`config.mk`:
```
export PLATFORM = sky130hd
export DESIGN_NAME = gd_dma_arbiter_flat
export DESIGN_NICKNAME = d
export VERILOG_FILES = /design/src/rtl/gd_dma_arbiter_if.sv /design/src/rtl/gd_dma_arbiter.sv /design/src/flat_wrapper.sv
export SDC_FILE = /design/constraint.sdc
export NUM_CORES = 1
export LEC_CHECK = 0
export CAP_MARGIN = 20
export CORE_ASPECT_RATIO = 0.8
export CORE_MARGIN = 2
export CORE_UTILIZATION = 51
export CTS_CLUSTER_SIZE = 8
export DETAILED_ROUTE_END_ITERATION = 7
export MAX_ROUTING_LAYER = met4
export PLACE_DENSITY = 0.71
export SLEW_MARGIN = 0
export SYNTH_ARGS = -nofsm -noshare
export SYNTH_HDL_FRONTEND = slang
export SYNTH_SLANG_ARGS = --single-unit
```
`constraint.sdc`:
```
create_clock -name fpga6x -period 2.2 [get_ports fpga6x]
set_input_delay 0.33 -clock fpga6x [delete_from_list [all_inputs] [get_ports fpga6x]]
set_output_delay 0.33 -clock fpga6x [all_outputs]
set_load 0.01 [all_outputs]
```
`src/rtl/gd_dma_arbiter_if.sv`:
```
// Bus-side signal bundle between the DMA arbiter and the 6809 core / requesters.
// Latency: none, wires only.
// Flow control: level req from requesters, one-hot gnt back; nDMABREQ/BA/BS handshake with the core.
interface gd_dma_arbiter_if;
  logic       E;
  logic       BA;
  logic       BS;
  logic [1:0] req;
  logic [1:0] gnt;
  logic       nDMABREQ;
  logic       busy;
  logic       timeout_err;

  modport master (
    input  E, BA, BS, req,
    output gnt, nDMABREQ, busy, timeout_err
  );

  modport slave (
    output E, BA, BS, req,
    input  gnt, nDMABREQ, busy, timeout_err
  );
endinterface

```
`src/rtl/gd_dma_arbiter.sv`:
```
// Two-requester round-robin DMA arbiter sharing the 6809 bus via nDMABREQ and the BA/BS grant state.
// Latency: decisions on filtered E fall, E_FILTER+3 fpga6x cycles after raw E falls; outputs one cycle later.
// Flow control: requesters hold level req; a grant lasts at most MAX_CYCLES E cycles, a request aborts after REQ_TIMEOUT.
module gd_dma_arbiter #(
  parameter int MAX_CYCLES  = 14,
  parameter int REQ_TIMEOUT = 32,
  parameter int E_FILTER    = 3
) (
  input  logic              fpga6x,
  input  logic              nRESET,
  gd_dma_arbiter_if.master  bus
);

  typedef enum logic [1:0] {IDLE, REQ, GRANT, RELEASE} state_t;

  logic       eMeta, eSync;
  logic       baMeta, baSync;
  logic       bsMeta, bsSync;
  logic [1:0] reqMeta, reqSync;
  logic       efilt, efiltDly, eFall;
  logic [2:0] fCnt;

  state_t     state, stateNxt;
  logic       sel, selNxt;
  logic [7:0] cnt, cntNxt;
  logic       lastOwner, lastOwnerNxt;
  logic       timeoutNxt;
  logic [1:0] gntQ;
  logic       nDmaBreqQ;
  logic       busyQ;
  logic       timeoutErrQ;

  // Two-flop synchronisers for every input that comes from the core's clock domain or the requesters
  always_ff @(posedge fpga6x) begin
    if (!nRESET) begin
      eMeta   <= 1'b0;
      eSync   <= 1'b0;
      baMeta  <= 1'b0;
      baSync  <= 1'b0;
      bsMeta  <= 1'b0;
      bsSync  <= 1'b0;
      reqMeta <= 2'b00;
      reqSync <= 2'b00;
    end else begin
      eMeta   <= bus.E;
      eSync   <= eMeta;
      baMeta  <= bus.BA;
      baSync  <= baMeta;
      bsMeta  <= bus.BS;
      bsSync  <= bsMeta;
      reqMeta <= bus.req;
      reqSync <= reqMeta;
    end
  end

  // E deglitch: accept a new level only after E_FILTER consecutive differing samples
  always_ff @(posedge fpga6x) begin
    if (!nRESET) begin
      efilt <= 1'b0;
      fCnt  <= 3'd0;
    end else if (eSync != efilt) begin
      if (fCnt == 3'(E_FILTER - 1)) begin
        efilt <= eSync;
        fCnt  <= 3'd0;
      end else begin
        fCnt <= fCnt + 3'd1;
      end
    end else begin
      fCnt <= 3'd0;
    end
  end

  // Single-cycle strobe registered one cycle after the filtered E falls
  always_ff @(posedge fpga6x) begin
    if (!nRESET) begin
      efiltDly <= 1'b0;
      eFall    <= 1'b0;
    end else begin
      efiltDly <= efilt;
      eFall    <= efiltDly & ~efilt;
    end
  end

  // Arbiter state and registered outputs, all derived from the next-state decode
  always_ff @(posedge fpga6x) begin
    if (!nRESET) begin
      state       <= IDLE;
      sel         <= 1'b0;
      cnt         <= 8'd0;
      lastOwner   <= 1'b1;
      gntQ        <= 2'b00;
      nDmaBreqQ   <= 1'b1;
      busyQ       <= 1'b0;
      timeoutErrQ <= 1'b0;
    end else begin
      state       <= stateNxt;
      sel         <= selNxt;
      cnt         <= cntNxt;
      lastOwner   <= lastOwnerNxt;
      gntQ        <= (stateNxt == GRANT) ? (selNxt ? 2'b10 : 2'b01) : 2'b00;
      nDmaBreqQ   <= !((stateNxt == REQ) || (stateNxt == GRANT));
      busyQ       <= (stateNxt != IDLE);
      timeoutErrQ <= timeoutNxt;
    end
  end

  // Next-state logic; nothing moves except on a filtered E fall
  always_comb begin
    stateNxt     = state;
    selNxt       = sel;
    cntNxt       = cnt;
    lastOwnerNxt = lastOwner;
    timeoutNxt   = 1'b0;
    if (eFall) begin
      case (state)
        IDLE: begin
          if (|reqSync) begin
            // The requester that did not own the bus last wins when it is asking
            selNxt   = reqSync[~lastOwner] ? ~lastOwner : lastOwner;
            cntNxt   = 8'd0;
            stateNxt = REQ;
          end
        end
        REQ: begin
          if (!reqSync[sel]) begin
            stateNxt = RELEASE;
          end else if (baSync && bsSync) begin
            cntNxt   = 8'd0;
            stateNxt = GRANT;
          end else if (cnt == 8'(REQ_TIMEOUT - 1)) begin
            timeoutNxt = 1'b1;
            stateNxt   = RELEASE;
          end else begin
            cntNxt = cnt + 8'd1;
          end
        end
        GRANT: begin
          // Owner quit, quota used up, or the core took the bus back
          if (!baSync || !reqSync[sel] || (cnt == 8'(MAX_CYCLES - 1))) begin
            lastOwnerNxt = sel;
            stateNxt     = RELEASE;
          end else begin
            cntNxt = cnt + 8'd1;
          end
        end
        RELEASE: begin
          if (!baSync) begin
            stateNxt = IDLE;
          end
        end
        default: stateNxt = IDLE;
      endcase
    end
  end

  assign bus.gnt         = gntQ;
  assign bus.nDMABREQ    = nDmaBreqQ;
  assign bus.busy        = busyQ;
  assign bus.timeout_err = timeoutErrQ;

endmodule

```
`src/flat_wrapper.sv`:
```
// flat-port wrapper written by rule: the top's interface ports become plain ports
module gd_dma_arbiter_flat 
#(
  parameter int MAX_CYCLES  = 14,
  parameter int REQ_TIMEOUT = 32,
  parameter int E_FILTER    = 3
)
  (fpga6x, nRESET, bus_E, bus_BA, bus_BS, bus_req, bus_gnt, bus_nDMABREQ, bus_busy, bus_timeout_err);
  gd_dma_arbiter_if bus_i ();
  input  logic fpga6x;
  input  logic nRESET;
  input wire logic [$bits(bus_i.E)-1:0] bus_E;
  input wire logic [$bits(bus_i.BA)-1:0] bus_BA;
  input wire logic [$bits(bus_i.BS)-1:0] bus_BS;
  input wire logic [$bits(bus_i.req)-1:0] bus_req;
  output wire logic [$bits(bus_i.gnt)-1:0] bus_gnt;
  output wire logic [$bits(bus_i.nDMABREQ)-1:0] bus_nDMABREQ;
  output wire logic [$bits(bus_i.busy)-1:0] bus_busy;
  output wire logic [$bits(bus_i.timeout_err)-1:0] bus_timeout_err;
  assign bus_i.E = bus_E;
  assign bus_i.BA = bus_BA;
  assign bus_i.BS = bus_BS;
  assign bus_i.req = bus_req;
  assign bus_gnt = bus_i.gnt;
  assign bus_nDMABREQ = bus_i.nDMABREQ;
  assign bus_busy = bus_i.busy;
  assign bus_timeout_err = bus_i.timeout_err;
  gd_dma_arbiter #(.MAX_CYCLES(MAX_CYCLES), .REQ_TIMEOUT(REQ_TIMEOUT), .E_FILTER(E_FILTER)) u_core (.fpga6x(fpga6x), .nRESET(nRESET), .bus(bus_i));
endmodule
```
# After elaboration in Yosys (flattened, before gate mapping)
# Cells that the tools add are included.
# totals
out_inout_bits	5
inputBits	7
reg_bits	33
wordCells	86
# op_classes
n_reduce_logical	17
n_mux	24
magnitude_cmp	2
eq_ne	13
bitwise_logic	8
addsub	2
# op_table
op	count
$mux W8	5
$pmux W8 S3	1
$mux W2	8
$mux W1	9
$add A8 B1 Y8 const B	1
$eq A8 B4 Y1 const B	1
$eq A8 B5 Y1 const B	1
$pmux W2 S4	1
$not A1 Y1	7
$eq A2 B2 Y1 const B	3
$reduce_and A6 Y1	1
$reduce_or A5 Y1	1
$eq A2 B1 Y1 const B	2
$lt A1 B2 Y1 const B	2
$ne A2 B1 Y1 const B	2
$reduce_and A2 Y1	2
$add A3 B1 Y3 const B	1
$eq A3 B2 Y1 const B	1
$logic_not A1 Y1	3
$logic_or A1 B1 Y1	3
$ne A3 B2 Y1 const B	1
$reduce_and A3 Y1	1
$reduce_bool A3 Y1	1
$reduce_or A3 Y1	1
7 further kinds	7

# Logic depth before layout (Yosys ltp)
# Gate-level depths: netlist of the first run.
# depth
ltp_word	11
ltp_mapped	9
ltp_nobuf	9

# Worst setup path after synthesis of the first run
# No wires, ideal clock.
# synth_path
kind	reg2reg
startpoint	register u_core.state[1]
endpoint	register u_core.nDmaBreqQ (netlist: u_core.bus.nDMABREQ)
path_slack_ns	0.106
stages_incl_launch_ff	9
arrival_time_ns	1.977
period_less_slack_ns	2.094
n_path_buf	0
required_time_ns	2.083
setup_ns	0.117
path_cell_list	dfxtp_1 inv_1 ha_1 a21boi_1 and4_1 a221oi_4 a31o_2 ha_1 nand2b_1
# synth_between
elab_chain_cells	8
elab_cells_between_ends	16
cone_classes	eq/ne (5); mux (8); reduce/logical (3)
# synth_rtl
item	line_no	text
from (decl)	gd_dma_arbiter.sv:23	state_t state, stateNxt;
from (signal assigned)	gd_dma_arbiter.sv:96	state <= stateNxt;
$mux W2	gd_dma_arbiter.sv:130	end else if (cnt == 8'(REQ_TIMEOUT - 1)) begin
$mux W2	gd_dma_arbiter.sv:127	end else if (baSync && bsSync) begin
$mux W2	gd_dma_arbiter.sv:125	if (!reqSync[sel]) begin
$pmux W2 S4	gd_dma_arbiter.sv:115	case (state)
$mux W2 *	gd_dma_arbiter.sv:114	if (eFall) begin
$eq A2 B1 Y1 / $eq A2 B2 Y1 (equally long branches)	gd_dma_arbiter.sv:101	nDmaBreqQ <= !((stateNxt == REQ) || (stateNxt == GRANT));
$logic_or A1 B1 Y1 *	gd_dma_arbiter.sv:101	
$logic_not A1 Y1 *	gd_dma_arbiter.sv:101	
to (signal assigned)	gd_dma_arbiter.sv:101	
to (decl)	gd_dma_arbiter.sv:29	logic nDmaBreqQ;
# Mark *: on every way between the ends. The rest lies on a longest branch, timed or not.
# A chain may end at the register's enable or synchronous reset.

# Final worst setup path of the first run
# layout_path
startpoint	register u_core.state[0]
endpoint	register u_core.nDmaBreqQ (netlist: u_core.bus.nDMABREQ)
# The elaborated chain is that of the path after synthesis.

==> results of run 1 <==
==> where the power goes <==
| group | total (uW) | internal [uW] | switching (uW) |
|---|---|---|---|
| sequential | 612 | 606 | 6.17 |
| combinational | 35.6 | 18.6 | 17.0 |
| clock | 571 | 339 | 233 |
==> cell usage in the layout, fill, tap and decap left out, types with 2 or more instances in the layout <==
cell type        instances
clkdlybuf4s50_1         11
a31oi_1                  2
nand2b_1                 4
and2_1                  13
nor3_1                   4
ha_1                    10
or3_1                    2
inv_1                    6
nor3b_1                  2
dfxtp_1                 33
nand3_1                  9
a21o_1                   2
o21ai_0                 13
buf_4                    6
nand4_1                  2
nor2_1                   8
mux2i_1                  5
nand2_1                 11
and3_1                   2
clkbuf_8                 5
nor4_1                   2
a21oi_1                  9
==> cells by family after synthesis <==
logic type               after synthesis  synth area share
adder cells (fa/ha/maj)               10            0.0796
multiplexers                           6            0.0414
XOR/XNOR                               1           0.00557
AND/OR/NAND/NOR                       65             0.226
flip-flops                            33             0.420
AO/OA/AOI/OAI                         41             0.200
buffers and inverters                 11            0.0270
==> registers in the layout, indices dropped and copies added, names as in the netlist, 2 cells and up <==
name / flops
u_core.state: 2
u_core.reqMeta: 2
u_core.fCnt: 3
u_core.bus.gnt: 2
u_core.reqSync: 2
u_core.cnt: 8
==> through the flow <==
stage	setup slack [ns]	cell area (um2)	hold WS [ns]	util	total power (uW)
after floorplan	0.106	1570	0.403	-	643
after global placement	0.206	1760	0.411	0.616	660
after detailed placement	0.138	1760	0.411	0.616	662
after CTS	0.110	1870	0.423	0.656	1230
after global routing	0.0158	1880	0.426	0.659	1260
final	0.128	1880	0.421	0.659	1220
==> cell type report <==
type,instances,share of cell area
repair buffers,17,0.0826
clock buffers,5,0.0366
flip-flops and latches,33,0.352
clock inverters,3,0.0247
well taps,38,0.0253
multi-input cells,123,0.467
inverters,6,0.0120
==> path summary, 6_finish.rpt <==
path              startpoint  cells after the start  slack [ns]                   to
min          u_core.efiltDly                      2        0.42         u_core.eFall
min reg2reg  u_core.efiltDly                      2        0.42         u_core.eFall
max reg2reg  u_core.state[0]                      7        0.13  u_core.bus.nDMABREQ
max          u_core.state[0]                      7        0.13  u_core.bus.nDMABREQ
==> critical path, cell delays in order (launching register included) <==
cell	delay (ns)
dfxtp_1	0.43
inv_1	0.11
ha_1	0.34
a21o_1	0.22
o21ai_0	0.29
a31o_2	0.21
ha_1	0.22
nand2b_1	0.14
==> metal layers <==
metal / wire length (um) / GRT usage / part of all wire / vias to the layer above
met2: 1390 / 0.323 / 0.44 / 42
met3: 159 / 0.0502 / 0.050 / 7
met1: 1540 / 0.288 / 0.49 / 621
met4: 76 / 0.112 / 0.024 / 0
met5: 0 / - / 0 / -
li1: - / - / - / 635
==> repair_timing <==
| item | in CTS | in global routing |
|---|---|---|
| setup endpoints to repair | 0 | 6 |
| hold endpoints to repair | 0 | 0 |
| resized for setup | 0 | 2 |
| hold buffers | 0 | 0 |
==> flow_metrics.py, run 1 <==
metrics = {
    "detailed_routing": {
        "ant_nets": 0,
        "drc": 0,
        "via_per_inst": 5.80,
        "wl_per_cell_um": 14.1,
        "dr.pass1.iters": 4,
        "drt_iter0_markers": 131,
        "wl_um": 3170,
        "vias": 1305,
    },
    "yosys": {
        "ys.warnings.count": 0,
        "synth_area_per_cell_um2": 9.42,
        "yosysTopAreaCellShare": 0.420,
        "syn-cell-area_um2": 1570,
        "yosysTopAreaCell": "dfxtp_1",
        "ys_seq_area_frac": 0.420,
        "synth.distinct_cells": 44,
        "synthArstFlopShare": 0,
        "ys_top_cells_by_area": "dfxtp_1 42%, ha_1 8.0%, and2_1 5.2%",
        "syn_inst": 167,
        "ys_seq_elements": 33,
        "synthFlopType": "dfxtp_1",
        "synthTopCellsByCount": "33 x dfxtp_1, 13 x and2_1, 13 x o21ai_0",
        "synth_nets": 184,
        "synth-edff-count": 0,
        "yosysMostFrequentCell": "dfxtp_1",
    },
    "final_layout": {
        "ff_latch_area_um2": 661,
        "diodes": 0,
        "multiInputGateArea_um2": 877,
        "areaGrowthSynthToFinish_pct": 19.4,
        "nNetsFinal": 203,
        "drive_gt1_frac": 0.139,
        "fin_cells": 225,
        "fillers": 237,
    },
    "timing": {
        "fmax_ghz": 0.483,
        "maxSlewViolCount": 0,
        "rsz0062_at_grt": "no",
        "fin_crit_sh": 0.942,
        "final.setup.tns_ns": 0,
        "setup_viol": 0,
        "maxSlewHeadroom": 0.702,
        "tightest_slew_ns": 0.446,
        "skew_ns": 0.00669,
        "hold_viol": 0,
        "fin_crit_ns": 2.07,
    },
    "global_routing": {
        "grt.overflow.total": 0,
        "grt.total_usage": 0.221,
        "grt_pass1_vias": 1191,
        "antenna_found_initial": 0,
        "grt_max_degree": 25,
        "grt_pass1_wl_um": 5580,
    },
    "power_and_ir_drop": {
        "max-vdd-ir-drop_uv": 499,
        "power.density_nw_per_um2": 649,
        "cellLeakagePower_uw": 0.000701,
    },
    "floorplan": {
        "initial_core_util": 0.552,
        "die_w_um": 66.1,
        "die_h_um": 53.7,
        "ioPinCount": 12,
        "rows": 17,
        "dieArea_um2": 3550,
        "fp.coreArea_um2": 2850,
    },
    "placed_design": {
        "portBuffers": 11,
        "gp_congestion": 0.859,
        "hpwl_um": 2240,
        "dp_cells": 217,
    },
    "cts": {
        "cts_root_buf": "clkbuf_8",
        "clk_path_buf_depth": 2,
        "cts_tree": "yes",
        "cts.sinks": 33,
        "numCtsBuffers": 5,
        "cts_setup_buffers": 0,
        "clkLatencyLatePin_ns": 0.29,
        "cts.clk_slew.worst_paths_ns": 0.07,
        "htree_levels": 2,
    },
    "worst_setup_path": {
        "cp_max_fo": 8,
        "worstPathRequired_ns": 2.38,
        "crit_path_start_kind": "flip-flop",
        "cp-end-kind": "flip-flop",
        "crit_type": "reg2reg",
        "critPathArrivalTime_ns": 2.25,
    },
    "status": {
        "status": "finished clean",
    },
    "flow_run": {
        "drv_cap": 0,
    },
    "worst_hold_path": {
        "min_path_type": "reg2reg",
    },
}
(Power assumes the default switching activity.)
==> inputs of run 2 (changes only) <==
CORE_UTILIZATION = 55   (was 51)
DONT_BUFFER_PORTS = 1   (was default)
PLACE_DENSITY = 0.67   (was 0.71)
clock period = 2 ns   (was 2.2 ns; I/O delays follow)
==> run 2 against run 1 <==
Effect of this change: die area fell by 6.8%; largest power group unchanged; fmax rose by 8.6%; critical path depth fell by 1; flip-flop and latch count did not move; clock-buffer cell count did not move; core utilization fell by 0.14 points; via count fell by 1.9%; clock power fell by 12%.
==> flow_metrics.py, run 2 (synthesized netlist as in run 1, its figures left out) <==
metrics = {
    "status": {
        "status": "finished clean",
    },
    "final_layout": {
        "fillers": 238,
        "largest_register": "u_core.cnt",
        "final_common_cell": "dfxtp_1",
        "nNetsFinal": 197,
        "reg_top3": "u_core.cnt (8), u_core.fCnt (3)",
        "diodes": 0,
        "drive_gt1_frac": 0.210,
        "ff_latch_area_um2": 667,
        "final_util": 0.658,
        "largest_register_ffs": 8,
        "layout_common_cells": "30 x dfxtp_1, 13 x and2_1, 12 x o21ai_0",
        "fin_area_um2": 1800,
        "multiInputGateArea_um2": 901,
        "areaGrowthSynthToFinish_pct": 14.7,
    },
    "power_and_ir_drop": {
        "power.switching_uw": 259,
        "max-vdd-ir-drop_uv": 888,
        "power.density_nw_per_um2": 665,
        "clkPwrFrac": 0.421,
        "switching_share": 0.216,
        "comb_power_share": 0.018,
        "cellLeakagePower_uw": 0.000675,
        "finalPower_uw": 1200,
        "seqPwrFrac": 0.561,
        "internal-power_uw": 940,
    },
    "worst_setup_path": {
        "critPathArrivalTime_ns": 2.14,
        "worst-r2r-cell-count": 6,
        "cp-end-kind": "flip-flop",
        "cpMaxStageDelayCell": "or3_4",
        "worstPathRequired_ns": 2.23,
        "reg2reg_from": "u_core.cnt[5]",
        "cp_max_fo": 6,
        "r2r-end": "u_core.bus.nDMABREQ",
        "max_stage_delay_ns": 0.39,
        "path_cells": "or3_4 -> o311ai_4 -> a221oi_4 -> a31o_2 -> ha_1 -> nand2b_1",
        "crit_type": "reg2reg",
        "crit_path_start_kind": "flip-flop",
        "reg2reg_setup_slack_ns": 0.09,
    },
    "cts": {
        "cts.clk_slew.worst_paths_ns": 0.11,
        "cts.sinks": 33,
        "cts_root_buf": "clkbuf_4",
        "numCtsBuffers": 5,
        "clk_path_buf_depth": 2,
        "cts_tree": "yes",
        "clkLatencyLatePin_ns": 0.33,
        "htree_levels": 2,
    },
    "placed_design": {
        "placedInstanceArea_um2": 1680,
        "portBuffers": 0,
        "preCtsSetupSlack_ns": -0.0413,
        "hpwl_um": 2430,
        "gp_congestion": 0.860,
    },
    "timing": {
        "tightest_slew_ns": 0.432,
        "fin_ws_ns": 0.0916,
        "hold_viol": 0,
        "maxSlewHeadroom": 0.712,
        "skew_ns": 0.00497,
        "setup_viol": 0,
        "rsz0062_at_grt": "no",
        "maxSlewViolCount": 0,
        "fmax_ghz": 0.524,
        "fin_crit_ns": 1.91,
        "whs_ns": 0.0334,
        "fin_crit_sh": 0.954,
    },
    "global_routing": {
        "grt_pass1_vias": 1175,
        "met2_usage": 0.370,
        "top_usage_layer": "met2",
        "grt_max_degree": 26,
        "use_met1": 0.277,
        "grt.overflow.total": 0,
        "gr-usage-met3": 0.0584,
        "antenna_found_initial": 0,
        "grt_pass1_wl_um": 5440,
        "grt.total_usage": 0.229,
    },
    "detailed_routing": {
        "via_per_inst": 5.84,
        "wl_per_cell_um": 15.7,
        "wl_um": 3430,
        "drt_iter0_markers": 104,
        "ant_nets": 0,
        "drc": 0,
        "dr.pass1.iters": 5,
        "vias": 1280,
    },
    "worst_hold_path": {
        "min_path_type": "in2reg",
        "whs_path_depth": 1,
        "hp-start": "nRESET",
        "holdPathEnd": "u_core.lastOwner",
    },
    "floorplan": {
        "fp.coreArea_um2": 2740,
        "dieArea_um2": 3310,
        "rows": 17,
        "ioPinCount": 12,
        "initial_core_util": 0.573,
        "die_w_um": 63.8,
        "die_h_um": 51.8,
    },
    "flow_run": {
        "drv_cap": 0,
    },
}
-- run 2: changes by cell type in the layout (fill, tap and decap cells not counted), sizes merged --
| cell | previous run | this run |
|---|---|---|
| clkdlybuf4s50 | 11 | 0 |
| buf | 6 | 11 |
-- run 2: routing by layer --
layer / routed length (um) / up-vias / part of all wire
li1: - / 626 / -
met1: 1520 / 590 / 0.44
met2: 1610 / 56 / 0.47
met3: 240 / 8 / 0.070
met4: 55 / 0 / 0.016
met5: 0 / - / 0
-- run 2: critical path: cells and delay by family, from the launching register on --
family	cells	cell delay [ns]
flip-flops	1	0.37
adder cells (fa/ha/maj)	1	0.28
AND/OR/NAND/NOR	2	0.52
AO/OA/AOI/OAI	3	0.64
-- run 2: layout make-up --
cell class | count | area share
Clock buffer | 5 | 0.0208
Clock inverter | 3 | 0.0257
Inverter | 6 | 0.0125
Multi-Input combinational cell | 123 | 0.499
Sequential cell | 33 | 0.370
Tap cell | 38 | 0.0264
Timing Repair Buffer | 11 | 0.0458
-- run 2: timing repair --
| action | 4_1_cts | 5_1_grt |
|---|---|---|
| endpoints found under the setup margin | 1 | 6 |
| gates resized for setup | 1 | 10 |
| hold buffers | 0 | 0 |
| pin swaps | 0 | 1 |
| buffers inserted | 0 | 1 |
-- run 2: worst max-delay path by stage --
stage	start	to	depth (start not counted)
after floorplan	u_core.state[1]	u_core.bus.nDMABREQ	8
after global placement	u_core.state[0]	u_core.bus.nDMABREQ	8
after detailed placement	u_core.state[0]	u_core.bus.nDMABREQ	8
after CTS	u_core.cnt[0]	u_core.bus.nDMABREQ	7
after global routing	u_core.state[0]	u_core.bus.nDMABREQ	7
final	u_core.cnt[5]	u_core.bus.nDMABREQ	6
-- run 2: power groups by stage --
stage               registers [uW]  logic [uW]  clock network, uW
finish                         673        21.9                504
floorplan                      687        21.5                  0
CTS                            674        21.2                519
global placement               688        21.1                  0
detailed placement             689        21.1                  0
global route                   674        24.6                545
-- run 2: through the flow --
stage	setup TNS [ns]	cells
after floorplan	0	167
after CTS	0	218
after detailed placement	-0.0413	210
after global placement	-0.0100	210
final	0	219
after global routing	0	219
